===== config.mk =====
export PLATFORM = sky130hd
export DESIGN_NAME = signed_unsigned_mac_flat
export DESIGN_NICKNAME = d
export VERILOG_FILES = /design/src/rtl/signed_unsigned_mac_if.sv /design/src/rtl/signed_unsigned_mac.sv /design/src/flat_wrapper.sv
export SDC_FILE = /design/constraint.sdc
export NUM_CORES = 1
export LEC_CHECK = 0
export ABC_AREA = 1
export CAP_MARGIN = 0
export CELL_PAD_IN_SITES_DETAIL_PLACEMENT = 1
export CELL_PAD_IN_SITES_GLOBAL_PLACEMENT = 2
export CORE_UTILIZATION = 29
export DETAILED_ROUTE_END_ITERATION = 12
export GPL_ROUTABILITY_DRIVEN = 0
export MAX_ROUTING_LAYER = met4
export PLACE_DENSITY_LB_ADDON = 0.1
export SLEW_MARGIN = 20
export SYNTH_ARGS = -nofsm -noshare
export SYNTH_HDL_FRONTEND = slang
export SYNTH_SLANG_ARGS = --single-unit

===== constraint.sdc =====
create_clock -name i_clk -period 1.8 [get_ports i_clk]
set_input_delay 0.54 -clock i_clk [delete_from_list [all_inputs] [get_ports i_clk]]
set_output_delay 0.54 -clock i_clk [all_outputs]
set_load 0.02 [all_outputs]

===== src/rtl/signed_unsigned_mac_if.sv =====
// Handshake and data bundle for signed_unsigned_mac: elastic input (a, b, c, mode, acc)
// and elastic output (answer, ovf), each with its own valid/ready pair.
interface signed_unsigned_mac_if #(
  parameter int W = 4
);
  logic           i_valid;
  logic           o_ready;
  logic [W-1:0]   i_a;
  logic [W-1:0]   i_b;
  logic [W-1:0]   i_c;
  logic           i_mode;
  logic           i_acc;
  logic           o_valid;
  logic           i_ready;
  logic [2*W-1:0] o_answer;
  logic           o_ovf;

  modport slave (
    input  i_valid, i_a, i_b, i_c, i_mode, i_acc, i_ready,
    output o_ready, o_valid, o_answer, o_ovf
  );

  modport master (
    output i_valid, i_a, i_b, i_c, i_mode, i_acc, i_ready,
    input  o_ready, o_valid, o_answer, o_ovf
  );
endinterface


===== src/rtl/signed_unsigned_mac.sv =====
// Two-stage elastic multiply-add/accumulate: a*b+c or a*b+previous result, signed or unsigned
// per transaction. Define MAC_SAT_EN to saturate overflowed accumulations instead of wrapping.
module signed_unsigned_mac #(
  parameter int W = 4
) (
  input  logic                  i_clk,
  input  logic                  i_rst,
  signed_unsigned_mac_if.slave  bus
);
  localparam int RW = 2 * W;

  typedef struct packed {
    logic [RW-1:0] p;
    logic [RW-1:0] c;
    logic          mode;
    logic          acc;
  } s1_t;

  s1_t           s1_q, s1_d;
  logic          v1_q;
  logic          vo_q;
  logic [RW-1:0] ans_q, ans_d;
  logic          ovf_q, ovf_d;
  logic          adv2, ld1;
  logic [RW-1:0] addend;
  logic [RW:0]   sum;

  function automatic logic [RW-1:0] ext(input logic [W-1:0] x, input logic sgn);
    return sgn ? {{W{x[W-1]}}, x} : {{W{1'b0}}, x};
  endfunction

  assign adv2 = !vo_q || bus.i_ready;
  assign ld1  = !i_rst && (!v1_q || adv2);

  // Truncating the 2W x 2W product to 2W bits is exact in both modes.
  always_comb begin
    s1_d.p    = ext(bus.i_a, bus.i_mode) * ext(bus.i_b, bus.i_mode);
    s1_d.c    = ext(bus.i_c, bus.i_mode);
    s1_d.mode = bus.i_mode;
    s1_d.acc  = bus.i_acc;
  end

  // The accumulator is the output register itself, so back-to-back acc needs no forwarding.
  always_comb begin
    addend = s1_q.acc ? ans_q : s1_q.c;
    sum    = {1'b0, s1_q.p} + {1'b0, addend};
    ovf_d  = 1'b0;
    if (s1_q.acc) begin
      if (s1_q.mode)
        ovf_d = (s1_q.p[RW-1] == addend[RW-1]) && (sum[RW-1] != s1_q.p[RW-1]);
      else
        ovf_d = sum[RW];
    end
    ans_d = sum[RW-1:0];
`ifdef MAC_SAT_EN
    if (ovf_d) begin
      if (!s1_q.mode)        ans_d = {RW{1'b1}};
      else if (addend[RW-1]) ans_d = {1'b1, {(RW-1){1'b0}}};
      else                   ans_d = {1'b0, {(RW-1){1'b1}}};
    end
`endif
  end

  always_ff @(posedge i_clk or posedge i_rst) begin
    if (i_rst) begin
      v1_q  <= 1'b0;
      s1_q  <= '0;
      vo_q  <= 1'b0;
      ans_q <= '0;
      ovf_q <= 1'b0;
    end else begin
      if (ld1) begin
        v1_q <= bus.i_valid;
        if (bus.i_valid) s1_q <= s1_d;
      end
      if (adv2) begin
        vo_q <= v1_q;
        if (v1_q) begin
          ans_q <= ans_d;
          ovf_q <= ovf_d;
        end
      end
    end
  end

  assign bus.o_ready  = ld1;
  assign bus.o_valid  = vo_q;
  assign bus.o_answer = ans_q;
  assign bus.o_ovf    = ovf_q;
endmodule


===== src/flat_wrapper.sv =====
// flat-port wrapper written by rule: the top's interface ports become plain ports
module signed_unsigned_mac_flat 
#(
  parameter int W = 4
)
  (i_clk, i_rst, bus_i_valid, bus_i_a, bus_i_b, bus_i_c, bus_i_mode, bus_i_acc, bus_i_ready, bus_o_ready, bus_o_valid, bus_o_answer, bus_o_ovf);
  signed_unsigned_mac_if #(.W(W)) bus_i ();
  input  logic i_clk;
  input  logic i_rst;
  input wire logic [$bits(bus_i.i_valid)-1:0] bus_i_valid;
  input wire logic [$bits(bus_i.i_a)-1:0] bus_i_a;
  input wire logic [$bits(bus_i.i_b)-1:0] bus_i_b;
  input wire logic [$bits(bus_i.i_c)-1:0] bus_i_c;
  input wire logic [$bits(bus_i.i_mode)-1:0] bus_i_mode;
  input wire logic [$bits(bus_i.i_acc)-1:0] bus_i_acc;
  input wire logic [$bits(bus_i.i_ready)-1:0] bus_i_ready;
  output wire logic [$bits(bus_i.o_ready)-1:0] bus_o_ready;
  output wire logic [$bits(bus_i.o_valid)-1:0] bus_o_valid;
  output wire logic [$bits(bus_i.o_answer)-1:0] bus_o_answer;
  output wire logic [$bits(bus_i.o_ovf)-1:0] bus_o_ovf;
  assign bus_i.i_valid = bus_i_valid;
  assign bus_i.i_a = bus_i_a;
  assign bus_i.i_b = bus_i_b;
  assign bus_i.i_c = bus_i_c;
  assign bus_i.i_mode = bus_i_mode;
  assign bus_i.i_acc = bus_i_acc;
  assign bus_i.i_ready = bus_i_ready;
  assign bus_o_ready = bus_i.o_ready;
  assign bus_o_valid = bus_i.o_valid;
  assign bus_o_answer = bus_i.o_answer;
  assign bus_o_ovf = bus_i.o_ovf;
  signed_unsigned_mac #(.W(W)) u_core (.i_clk(i_clk), .i_rst(i_rst), .bus(bus_i));
endmodule

=== Word level (Yosys, flattened, before mapping) ===
Cells that the tools add are included.
Widths: inputs -> output; s select.

* Add/sub/neg operators: 1
* $mul: 1
* Eq/ne operators: 2
* Multiplexer cells: 6
* Reduce and logical (&&, ||, !) cells: 9

{| class="wikitable"
|+ Operator list
! cell !! count
|-
| $mux 8 || 4
|-
| $add 8x8->9 || 1
|-
| $mul 8x8->8 || 1
|-
| $reduce_and 2->1 || 2
|-
| $logic_not 1->1 || 3
|-
| $logic_and 1x1->1 || 2
|-
| $logic_or 1x1->1 || 2
|-
| $mux 1 || 2
|-
| $eq 1x1->1 || 1
|-
| $ne 1x1->1 || 1
|}

* Register bits after elaboration: 29
* Input bits: 18

=== Longest topological paths before layout ===
* Word-level depth: 6
* Mapped depth: 22
* Mapped depth without buffers: 22

=== Worst setup path before layout ===
No wires, ideal clock.

* Path kind: input -> register
* Start: input port bus_i_mode
* End: register u_core.s1_q[17] (netlist bit)
* Library setup time: 0.117 ns
* Arrival: 3.670 ns
* Slack: -1.988 ns
* Stages on the path: 21
* Buffers on the path: 0
* Cells stage by stage: inv_2 -> nor2_1 -> inv_1 -> fa_1 -> inv_1 -> fa_1 -> inv_1 -> fa_1 -> fa_1 -> inv_1 -> ha_1 -> nand2_1 -> nand2_1 -> nor2_1 -> nand3_1 -> nand2_2 -> nand3_1 -> nand2_1 -> nand2_1 -> nand3_1 -> nand2_1

* Word-level cells in the longest chain between the ends: 2
* Elaborated cells between the ends (all ways): 3
* Those cells by class: mul (1); mux (2)

{| class="wikitable"
|+ Ends and longest elaborated chain
! element !! line !! source
|-
| from (decl) || flat_wrapper.sv:14 || <nowiki>input wire logic [$bits(bus_i.i_mode)-1:0] bus_i_mode;</nowiki>
|-
| $mux 8 || signed_unsigned_mac.sv:29 || <nowiki>return sgn ? {{W{x[W-1]}}, x} : {{W{1'b0}}, x};</nowiki>
|-
| $mul 8x8->8 * || signed_unsigned_mac.sv:37 || <nowiki>s1_d.p = ext(bus.i_a, bus.i_mode) * ext(bus.i_b, bus.i_mode);</nowiki>
|-
| to (signal assigned) || signed_unsigned_mac.sv:67 || <nowiki>s1_q <= '0;</nowiki>
|-
| to (signal assigned) || signed_unsigned_mac.sv:74 || <nowiki>if (bus.i_valid) s1_q <= s1_d;</nowiki>
|-
| to (decl) || signed_unsigned_mac.sv:19 || <nowiki>s1_t s1_q, s1_d;</nowiki>
|}

Mark *: on every way between the ends. The rest lies on a longest branch, timed or not.
A chain may end at the register's enable or synchronous reset.

=== Final worst setup path ===
* Start: input port bus_i_b[3]
* End: register u_core.s1_q[17] (netlist bit)

* Word-level cells in the longest chain between the ends: 2

{| class="wikitable"
|+ Ends and longest elaborated chain
! element !! line !! source
|-
| from (decl) || flat_wrapper.sv:12 || <nowiki>input wire logic [$bits(bus_i.i_b)-1:0] bus_i_b;</nowiki>
|-
| $mux 8 || signed_unsigned_mac.sv:29 ||
|-
| $mul 8x8->8 || signed_unsigned_mac.sv:37 ||
|}

No other way between the ends.

==> results.py <==
metrics = {
    "route": {
        "maxUsedRoutingLayer": "met4",
        "detail_route.iter0.violations": 68,
        "routedLengthMet1_um": 2840,
        "drcViolationCount": 0,
        "post_drt_via_cell_ratio": 4.40,
        "routed_length_on_met3_um": 72,
        "routedWlPerCell_um": 12.7,
        "dr_total_vias": 2337,
        "routed_wl_met2_um": 3780,
        "antenna_violation_net_count_after_detailed_routing": 0,
        "detailedRoute.firstPassIterationCount": 4,
        "finalWirelength_um": 6770,
    },
    "synth": {
        "yosysSeqAreaShare_pct": 27.7,
        "synth_most_common_cell": "sky130_fd_sc_hd__nand2_1",
        "syn_area_per_cell_um2": 7.10,
        "yosys.cell_types.count": 24,
        "syn-num-nets": 386,
        "ys_ff_latch": 26,
        "synth.cell_area_um2": 2350,
        "synth-main-ff-cell": "sky130_fd_sc_hd__dfrtp_1",
        "synth_largest_area_cell": "sky130_fd_sc_hd__dfrtp_1",
        "post_synth_main_area_contributors": "sky130_fd_sc_hd__dfrtp_1, sky130_fd_sc_hd__nand2_1, sky130_fd_sc_hd__ha_1, sky130_fd_sc_hd__fa_1, sky130_fd_sc_hd__inv_1",
        "netlist.area_leader.share_pct": 27.7,
        "synth_async_sr_flop_share_pct": 100,
        "synthTopCellsByCount": "sky130_fd_sc_hd__nand2_1, sky130_fd_sc_hd__inv_1, sky130_fd_sc_hd__dfrtp_1",
        "synth_cells": 331,
        "synth_edf_count": 0,
        "synth_warnings": 0,
    },
    "power": {
        "power.leakage_uw": 0.00200,
        "p_total_uw": 3940,
        "power_density_nw_per_um2": 1050,
        "vdd_ir_drop_max_mv": 0.365,
    },
    "sta": {
        "finalSetupViolations": 10,
        "final-hold-violation-count": 0,
        "slew_headroom_pct": 77.1,
        "setup_ws_ns": -1.73,
        "finalClockSkew_ns": 0.00597,
        "timing.final.max_slew_violations": 0,
        "portion_of_the_clock_cycle_consumed_by_the_worst_path_in_the_final_layout_pct": 196,
        "max_clock_freq_mhz": 283,
        "worst_pin_slew_ns": 0.344,
        "finalWorstPathRequiredPeriod_ns": 3.53,
        "post_route_setup_tns_ns": -6.71,
        "rsz0062_at_grt": "yes",
    },
    "setup_path": {
        "path_common_cell": "sky130_fd_sc_hd__inv_2",
        "regToRegSetupSlack_ns": -0.25,
        "rr_worst_depth": 16,
        "worstPathRequired_ns": 1.98,
        "timing_worst_setup_path_type": "input port to flip-flop",
        "worstSetupEndpoint": "u_core.s1_q[17]",
        "slowest_delay_ns": 0.51,
        "critical-path-top-delay-family": "adder cells",
        "r2r_end": "u_core.bus.o_answer[6]",
        "crit_path_end_kind": "flip-flop",
        "worstPathCellList": "buf_6, buf_6, nand2_8, nor2_4, inv_2, fa_2, inv_2, fa_1, inv_2, fa_1, fa_1, inv_2, ha_4, nand2_2, nand2_2, nor2_2, nand3_1, nand2_2, nand3_2, nand2_1, nand2_1, nand3_1, nand2_1",
        "timing.critical_path.from": "bus_i_b[3]",
        "worstPathArrival_ns": 3.72,
        "worst_r2r_startpoint": "u_core.s1_q[0]",
        "path_buf_inv": 6,
        "crit_slowest_cell": "sky130_fd_sc_hd__fa_1",
        "worstSetupPathDepth": 23,
        "cp-start-kind": "input port",
        "crit_fanout": 4,
    },
    "cts": {
        "clock_sink_count": 26,
        "hold_buffers": 0,
        "tritoncts.num_buffers": 3,
        "cts_max_level": 1,
        "clock_insertion_delay_worst_skew_ns": 0.28,
        "cts.reportedPaths.clkPinSlew_ns": 0.10,
        "ctsLongestPathBuffers": 2,
        "tritoncts": "done",
        "cts_root_buffer": "sky130_fd_sc_hd__clkbuf_8",
    },
    "layout": {
        "area_growth_syn_to_layout_pct": 60.5,
        "diodes": 0,
        "finalInstanceArea_um2": 3770,
        "final_layout_size_suffix_gt1_share_pct": 42.2,
        "post_layout_nonfiller_instances": 531,
        "fin_nets": 485,
    },
    "flow_run": {
        "reported_max_cap_violation_count": 0,
    },
    "global_route": {
        "grt_pass1_wl_um": 11800,
        "combined_global_route_utilization_of_all_metal_layers_pct": 17.8,
        "first_global_vias": 2583,
        "initial_antenna_violation_count": 0,
        "grt_start_max_net_pins": 27,
        "globalRouteOverflowTotal": 0,
    },
    "floorplan": {
        "std_cell_rows": 32,
        "dieHeight_um": 92.0,
        "initial_core_util_pct": 30.2,
        "coreArea_um2": 7770,
        "design.portCount": 29,
        "die_w_um": 92.0,
        "total_die_area_um2": 8460,
    },
    "placed_design": {
        "io_buffers": 28,
        "dp.final_hpwl_um": 5290,
        "numPlacedInstances": 512,
        "place_area_um2": 3320,
    },
    "run_status": {
        "run_status": "complete, but fails checks",
        "violations_in_the_final_reports": "setup timing",
    },
    "worst_hold_path": {
        "hp-class": "flip-flop to flip-flop",
    },
}
cells by family after synthesis:
kind of cell	share of synthesized area, %
buffers and inverters	12.3
XOR/XNOR	2.24
AO/OA/AOI/OAI	6.55
adder cells (fa/ha/maj)	23.9
AND/OR/NAND/NOR	27.4
flip-flops	27.7
final cells by class:
| cell class | instances | area (µm²) |
|---|---|---|
| fillers | 957 | 4000 |
| clock inverters | 1 | 30.0 |
| inverters | 71 | 278 |
| flip-flops and latches | 26 | 652 |
| multi-input cells | 230 | 1830 |
| repair buffers | 98 | 815 |
| clock buffers | 3 | 41.3 |
| well taps | 102 | 128 |
worst min-delay path by stage:
stage | end | start | depth (start not counted) | slack, ns
finish | u_core.bus.o_ovf | u_core.bus.o_ovf | 2 | 0.49
global route | u_core.bus.o_valid | i_rst | 3 | 0.54
CTS | u_core.bus.o_valid | i_rst | 3 | 0.50
detailed placement | u_core.bus.o_ovf | u_core.bus.o_ovf | 2 | 0.47
global placement | u_core.bus.o_ovf | u_core.bus.o_ovf | 2 | 0.47
floorplan | u_core.bus.o_answer[0] | i_rst | 1 | 0.43
per-layer routing:
metal  vias to the layer above  track usage (%)
met5                         -                -
li1                       1194                -
met2                        20             34.6
met3                         5            0.995
met4                         0             3.52
met1                      1118             19.9
worst reg2reg max path, stage by stage (launching register included):
cell	delay [ns]
sky130_fd_sc_hd__dfrtp_2	0.47
sky130_fd_sc_hd__inv_4	0.10
sky130_fd_sc_hd__nand2_2	0.05
sky130_fd_sc_hd__nand2_1	0.06
sky130_fd_sc_hd__ha_2	0.18
sky130_fd_sc_hd__inv_2	0.04
sky130_fd_sc_hd__fa_2	0.35
sky130_fd_sc_hd__inv_2	0.06
sky130_fd_sc_hd__nand3_2	0.06
sky130_fd_sc_hd__nand2_2	0.10
sky130_fd_sc_hd__nand2_2	0.07
sky130_fd_sc_hd__nand2_1	0.06
sky130_fd_sc_hd__nand2_1	0.05
sky130_fd_sc_hd__nand2_1	0.08
sky130_fd_sc_hd__a21oi_1	0.06
sky130_fd_sc_hd__o21ai_1	0.09
sky130_fd_sc_hd__nand2_1	0.07
cells in the final DEF (no fill, tap or decap), drive strengths merged, types with 3 or more instances in the layout:
cell type / n
nand2: 124
nor2: 13
clkdlybuf4s50: 6
ha: 24
a21oi: 6
fa: 13
clkbuf: 3
o21ai: 22
dfrtp: 26
dlygate4sd2: 12
xnor2: 4
inv: 69
nand3: 17
buf: 77
power by group:
part	leakage [µW]	internal (µW)	total, µW	switching, µW
logic	0.00164	1240	2510	1270
clock network	0.0000357	298	511	213
registers	0.000323	766	919	154
flip-flops by register name, summed over array words and instances, names as in the netlist:
signal / cells
u_core.s1_q: 15
u_core.bus.o_ovf: 1
u_core.bus.o_answer: 8
u_core.bus.o_valid: 1
u_core.v1_q: 1
metrics by stage:
stage / hold slack, ns / util, % / setup slack [ns]
after floorplan: 0.435 / - / -1.74
after global placement: 0.465 / 42.7 / -2.44
after detailed placement: 0.470 / 42.7 / -2.57
after CTS: 0.500 / 46.7 / -1.74
after global routing: 0.542 / 48.5 / -1.97
final: 0.490 / 48.5 / -1.73
what timing repair did:
action                                  4_1_cts  5_1_grt
hold endpoints to repair                      0        0
resized for setup                            99       29
endpoints found under the setup margin       21       14
pin swaps                                    34       18
setup buffers                                10        7
Power figures use the tool's default switching activity.
